===== config.mk =====
export PLATFORM = sky130hd
export DESIGN_NAME = csa_accumulator
export DESIGN_NICKNAME = d
export VERILOG_FILES = /design/src/rtl/csa_acc_pkg.sv /design/src/rtl/csa_accumulator_csa.sv /design/src/rtl/csa_accumulator.sv
export SDC_FILE = /design/constraint.sdc
export NUM_CORES = 1
export LEC_CHECK = 0
export BUFFER_PORTS_ARGS = -buffer_cell sky130_fd_sc_hd__buf_2
export CORE_MARGIN = 2
export CORE_UTILIZATION = 40
export DETAILED_ROUTE_END_ITERATION = 16
export PLACE_DENSITY = 0.62
export REMOVE_ABC_BUFFERS = 1
export SYNTH_ARGS = -nofsm -noshare
export SYNTH_HDL_FRONTEND = slang
export SYNTH_SLANG_ARGS = --single-unit

===== constraint.sdc =====
create_clock -name clk -period 4.6 [get_ports clk]
set_input_delay 0.46 -clock clk [delete_from_list [all_inputs] [get_ports clk]]
set_output_delay 0.46 -clock clk [all_outputs]
set_load 0.01 [all_outputs]

===== src/rtl/csa_acc_pkg.sv =====
// Shared types and constants for the CSA-based streaming accumulator.
package csa_acc_pkg;

  localparam int DATA_W = 32;

  // Value the running sum pins to once a carry-out is seen in saturating builds.
  localparam logic [DATA_W-1:0] SAT_VAL = 32'hFFFF_FFFF;

  // ACC: taking operand beats. HOLD: presenting a finished frame result.
  typedef enum logic {
    ACC  = 1'b0,
    HOLD = 1'b1
  } state_t;

endpackage


===== src/rtl/csa_accumulator_csa.sv =====
// 32-bit carry-select adder: 4-bit blocks each precompute the sum for
// carry-in 0 and 1, and the ripple of block carries only drives the selects.
module csa_accumulator_csa
  import csa_acc_pkg::*;
(
  input  logic [DATA_W-1:0] a,
  input  logic [DATA_W-1:0] b,
  input  logic              cin,
  output logic [DATA_W-1:0] sum,
  output logic              cout
);

  localparam int BLK  = 4;
  localparam int NBLK = DATA_W / BLK;

  logic [NBLK:0] blk_c;

  assign blk_c[0] = cin;

  for (genvar g = 0; g < NBLK; g++) begin : g_blk
    logic [BLK:0] s0;
    logic [BLK:0] s1;

    // Both candidate block sums are formed in parallel with the carry chain.
    assign s0 = {1'b0, a[g*BLK +: BLK]} + {1'b0, b[g*BLK +: BLK]};
    assign s1 = {1'b0, a[g*BLK +: BLK]} + {1'b0, b[g*BLK +: BLK]} + (BLK+1)'(1);

    assign sum[g*BLK +: BLK] = blk_c[g] ? s1[BLK-1:0] : s0[BLK-1:0];
    assign blk_c[g+1]        = blk_c[g] ? s1[BLK]     : s0[BLK];
  end

  assign cout = blk_c[NBLK];

endmodule


===== src/rtl/csa_accumulator.sv =====
// Streaming multi-operand accumulator around the carry-select adder.
// Sums a frame of operands, counts adder carry-outs and operands, and presents
// the totals on an output handshake.
// Optional build macro: CSA_ACC_SATURATE_EN -- once any carry-out occurs in a
// frame the running sum pins to all-ones instead of wrapping.
//
// Handshakes: a transfer happens on a rising edge where valid and ready are
// both 1; valid never depends combinationally on ready, and a producer holding
// valid keeps its payload stable until the transfer.
module csa_accumulator
  import csa_acc_pkg::*;
#(
  parameter int COUNT_W = 8
) (
  input  logic               clk,
  input  logic               rst_n,
  input  logic               in_valid,
  output logic               in_ready,
  input  logic [DATA_W-1:0]  in_data,
  input  logic               in_last,
  output logic               out_valid,
  input  logic               out_ready,
  output logic [DATA_W-1:0]  out_sum,
  output logic [COUNT_W-1:0] out_carries,
  output logic [COUNT_W-1:0] out_count,
  output state_t             dbg_state
);

  state_t              state;
  state_t              state_nxt;
  logic                in_ready_q;
  logic                out_valid_q;
  logic [DATA_W-1:0]   acc;
  logic [DATA_W-1:0]   acc_nxt;
  logic [DATA_W-1:0]   add_sum;
  logic                add_cout;
  logic [COUNT_W-1:0]  carries;
  logic [COUNT_W-1:0]  count;
  logic                accept;
  logic                release_res;

  // in_ready_q is only ever 1 while in ACC, so it alone qualifies a beat.
  assign accept      = in_valid & in_ready_q;
  assign release_res = out_valid_q & out_ready;

  csa_accumulator_csa u_csa (
    .a    (acc),
    .b    (in_data),
    .cin  (1'b0),
    .sum  (add_sum),
    .cout (add_cout)
  );

`ifdef CSA_ACC_SATURATE_EN
  // Once saturated, acc is all-ones, so any nonzero operand carries out again
  // and a zero operand leaves it unchanged: the pin holds for the whole frame.
  assign acc_nxt = add_cout ? SAT_VAL : add_sum;
`else
  assign acc_nxt = add_sum;
`endif

  // Next-state logic: close the frame on an accepted last beat, reopen on release.
  always_comb begin
    state_nxt = state;
    case (state)
      ACC:     if (accept && in_last) state_nxt = HOLD;
      HOLD:    if (out_ready)         state_nxt = ACC;
      default: state_nxt = ACC;
    endcase
  end

  // State register plus registered handshake flags derived from the next state.
  always_ff @(posedge clk) begin
    if (!rst_n) begin
      state       <= ACC;
      in_ready_q  <= 1'b0;
      out_valid_q <= 1'b0;
    end else begin
      state       <= state_nxt;
      in_ready_q  <= (state_nxt == ACC);
      out_valid_q <= (state_nxt == HOLD);
    end
  end

  // Running sum and saturating counters; cleared when the result is taken.
  always_ff @(posedge clk) begin
    if (!rst_n) begin
      acc     <= '0;
      carries <= '0;
      count   <= '0;
    end else if (accept) begin
      acc <= acc_nxt;
      if (add_cout && (carries != '1)) carries <= carries + COUNT_W'(1);
      if (count != '1)                 count   <= count + COUNT_W'(1);
    end else if (release_res) begin
      acc     <= '0;
      carries <= '0;
      count   <= '0;
    end
  end

  assign in_ready    = in_ready_q;
  assign out_valid   = out_valid_q;
  assign out_sum     = acc;
  assign out_carries = carries;
  assign out_count   = count;
  assign dbg_state   = state;

endmodule

==> results.md <==
* Status: complete, no violations
* DR vias/cell at 5.26
* CP endpoint kind: register
* Cell variety after synth at 41
* Vias in the first global route at 3182
* Std cell rows at 34
* Worst path cell trace: ha_4 -> fa_1 -> ha_2 -> nand2_2 -> a2111oi_4 -> mux2i_2 -> mux2i_2 -> mux2i_2 -> mux2i_2 -> mux2i_2 -> mux2i_2 -> mux2_4 -> and3_4 -> a211o_1
* Initial antenna violation count at 0
* Clk_lat worst skew at 0.30 ns
* Top achievable clock speed at 226 MHz
* Core ar. at 0.00872 mm^2
* Worst Path Arrival at 4.62 ns
* Critical Setup Path Class: register to register
* Die area at 0.00979 mm^2
* Max Cap Viol at 0
* Largest net degree at the start of global routing at 33
* Multi-input logic area at 0.00257 mm^2
* Pwr per Cell Area at 270 mW/mm^2
* Critical R2R Launch: out_sum[4]
* Synth warn at 0
* Worst-path fanout max at 5
* Max incr delay on CP at 0.57 ns
* Reg2Reg Depth at 14
* Initial core utilization at 41.4%
* Tcrit/Tclk final at 96.2%
* CP startpoint kind: register
* Slowest cell on crit path: fa_1
* Post-synth EDFFs at 0
* Layout cells sized above 1 at 26.1%
* Final WL at 8390 um
* Ports at 88
* Bufs on Longest Clock Path at 2
* Hold Startpoint: out_ready
* RSZ-0062 raised after global routing: true
* Hold path depth at 3
* Skew final at 0.00828 ns
* DP HPWL at 6400 um
* Register Area at 0.00100 mm^2
* Clock Root Buffer: clkbuf_8
* Post-synthesis instance area at 0.00361 mm^2
* Ant. Diodes at 0
* Total grt overflow at 0
* Die height at 99.0 um
* Slew headroom at 34.2%
* WL/cell at 13.6 um
* CTS clk-pin slew, worst paths at 0.10 ns
* DR WL met3 at 318 um
* Top sig layer: met4
* Yosys reg bits at 50
* DRC errors left at 0
* CTS tree: yes
* First-pass GRT wire length at 14100 um
* Top_reg_cell synth: dfxtp_1
* Starting DRT DRC Count at 59
* Reg2reg end: out_carries[5]
* Drt first pass iters at 4
* Critical path buffers and inverters at 0
* Most common cell after layout, fill and taps aside: buf_2
* R2R Setup Slk at 0.17 ns
* H-tree depth at 2
* Post-Place Cell Area at 0.00426 mm^2
* Worst Hold Path EP: in_ready
* Area grow syn2layout at 23.3%
* DR WL met2 at 4210 um
* Final nets at 595
* Least-Margin Pin Slew at 0.988 ns
* Cts hold-fix bufs at 0
* Fin Setup TNS at 0 ns
* Final Hold Viols at 0
* Vias at 3251
* Maximum vdd drop at 0.156 mV
* Cell mode on critical path: mux2i_2
* Post-Route M1 WL at 3800 um
* CP required at 4.80 ns
* Leak Pwr at 2.15 nW
* RePlAce Congestion at 0.817
* Total track usage at 17.0%
* Delay-heaviest family, CP: multiplexers
* Fraction of the yosys area taken by sequential cells at 27.7%
* Final Max Tran Viols at 0
* Async SR Flop Fraction at 0%
* Final Non-Filler Cells at 618
* Syn_area_per_cell at 8.80 um^2
* Most frequent cells in the layout: 87 x buf_2, 55 x nor2_1, 48 x dfxtp_1
* # port buffers at 87
* Design Area, Final at 0.00445 mm^2
* CTS buffer count at 5
* Sink Count at 50
* Number of fill cells at 861
* Post-Synthesis Cells at 410
* Die X at 99.0 um
* Hold Path Class: primary input to register
* Dpl cells at 609
* Antenna Nets Post-Route at 0
* Clock period minus worst slack at 4.43 ns
* Setup-failing EPs final at 0
==> cell usage after synthesis (all sizes together), types with 12 or more instances <==
library cell,n,area [um^2]
xnor2,26,228
nor2,55,206
mux2i,14,144
xor2,19,174
a22oi,22,165
clkbuf,12,45.0
nand2,19,73.8
a21o,16,120
ha,41,513
nand3,20,100
a21oi,34,174
dfxtp,50,1000
==> flip-flops by register name, summed over array words and instances, names as in the netlist <==
| register | count |
|---|---|
| in_ready | 1 |
| out_carries | 8 |
| out_count | 8 |
| out_sum | 32 |
| out_valid | 1 |
==> how the worst max path moves through the flow <==
stage,start,to,depth (start not counted),slack [ns]
2_1_floorplan,in_data[4],out_carries[6],14,-0.08
3_3_place_gp,in_data[4],out_carries[7],15,-0.06
3_5_place_dp,in_data[4],out_carries[5],15,-0.21
4_1_cts,out_sum[4],out_carries[5],14,0.01
5_1_grt,out_sum[4],out_carries[5],16,-0.08
6_report,out_sum[4],out_carries[5],14,0.17
==> final cells by class <==
class                           instances  area share (%)
Sequential cell                        50            22.6
Inverter                                7           0.591
Clock inverter                          3            1.55
Clock buffer                            5            1.55
Timing Repair Buffer                  106            13.0
Multi-Input combinational cell        339            57.7
Tap cell                              108            3.04
==> logic make-up (layout without fill, tap and decap cells) <==
family	after synthesis	in the layout	synth area share, %
buffers and inverters	21	121	2.29
xor gates and xnor gates	45	45	11.1
and+or+nand+nor	138	138	18.8
AOI/OAI and AO/OA	91	91	16.6
muxes	16	16	4.72
DFF	50	50	27.7
adders and majority gates	49	49	18.7
==> worst reg2reg max path: cells and delay by family (launching register included) <==
family | cells | cell delay (ns)
mux | 7 | 2.23
simple gates | 2 | 0.26
flops | 1 | 0.35
compound gates | 2 | 0.55
fa+ha+maj | 3 | 0.93
==> metal layers <==
| metal | track usage, % | vias to the layer above |
|---|---|---|
| met4 | 3.27 | 0 |
| met1 | 21.0 | 1511 |
| met2 | 31.5 | 67 |
| li1 | - | 1668 |
| met5 | 0 | - |
| met3 | 2.48 | 5 |
==> per-stage QoR <==
step,setup slack (ns),power [mW],util [%],hold WS (ns)
after floorplan,-0.0795,0.725,-,0.492
after global placement,-0.0610,0.824,48.9,0.472
after detailed placement,-0.211,0.831,48.9,0.479
after CTS,0.00969,1.22,50.4,0.452
after global routing,-0.0803,1.28,51.0,0.486
final,0.174,1.20,51.0,0.466
==> power by group <==
part / switching (mW) / internal [mW] / leakage, nW
registers: 0.0203 / 0.455 / 0.408
logic: 0.189 / 0.161 / 1.68
clock network: 0.159 / 0.218 / 0.0683
total: 0.368 / 0.834 / 2.15
==> what timing repair did <==
item,CTS,global route
resized for setup,0,12
buffers inserted,0,1
endpoints found under the setup margin,0,9
Note: power is estimated with default switching activity, not from simulation.
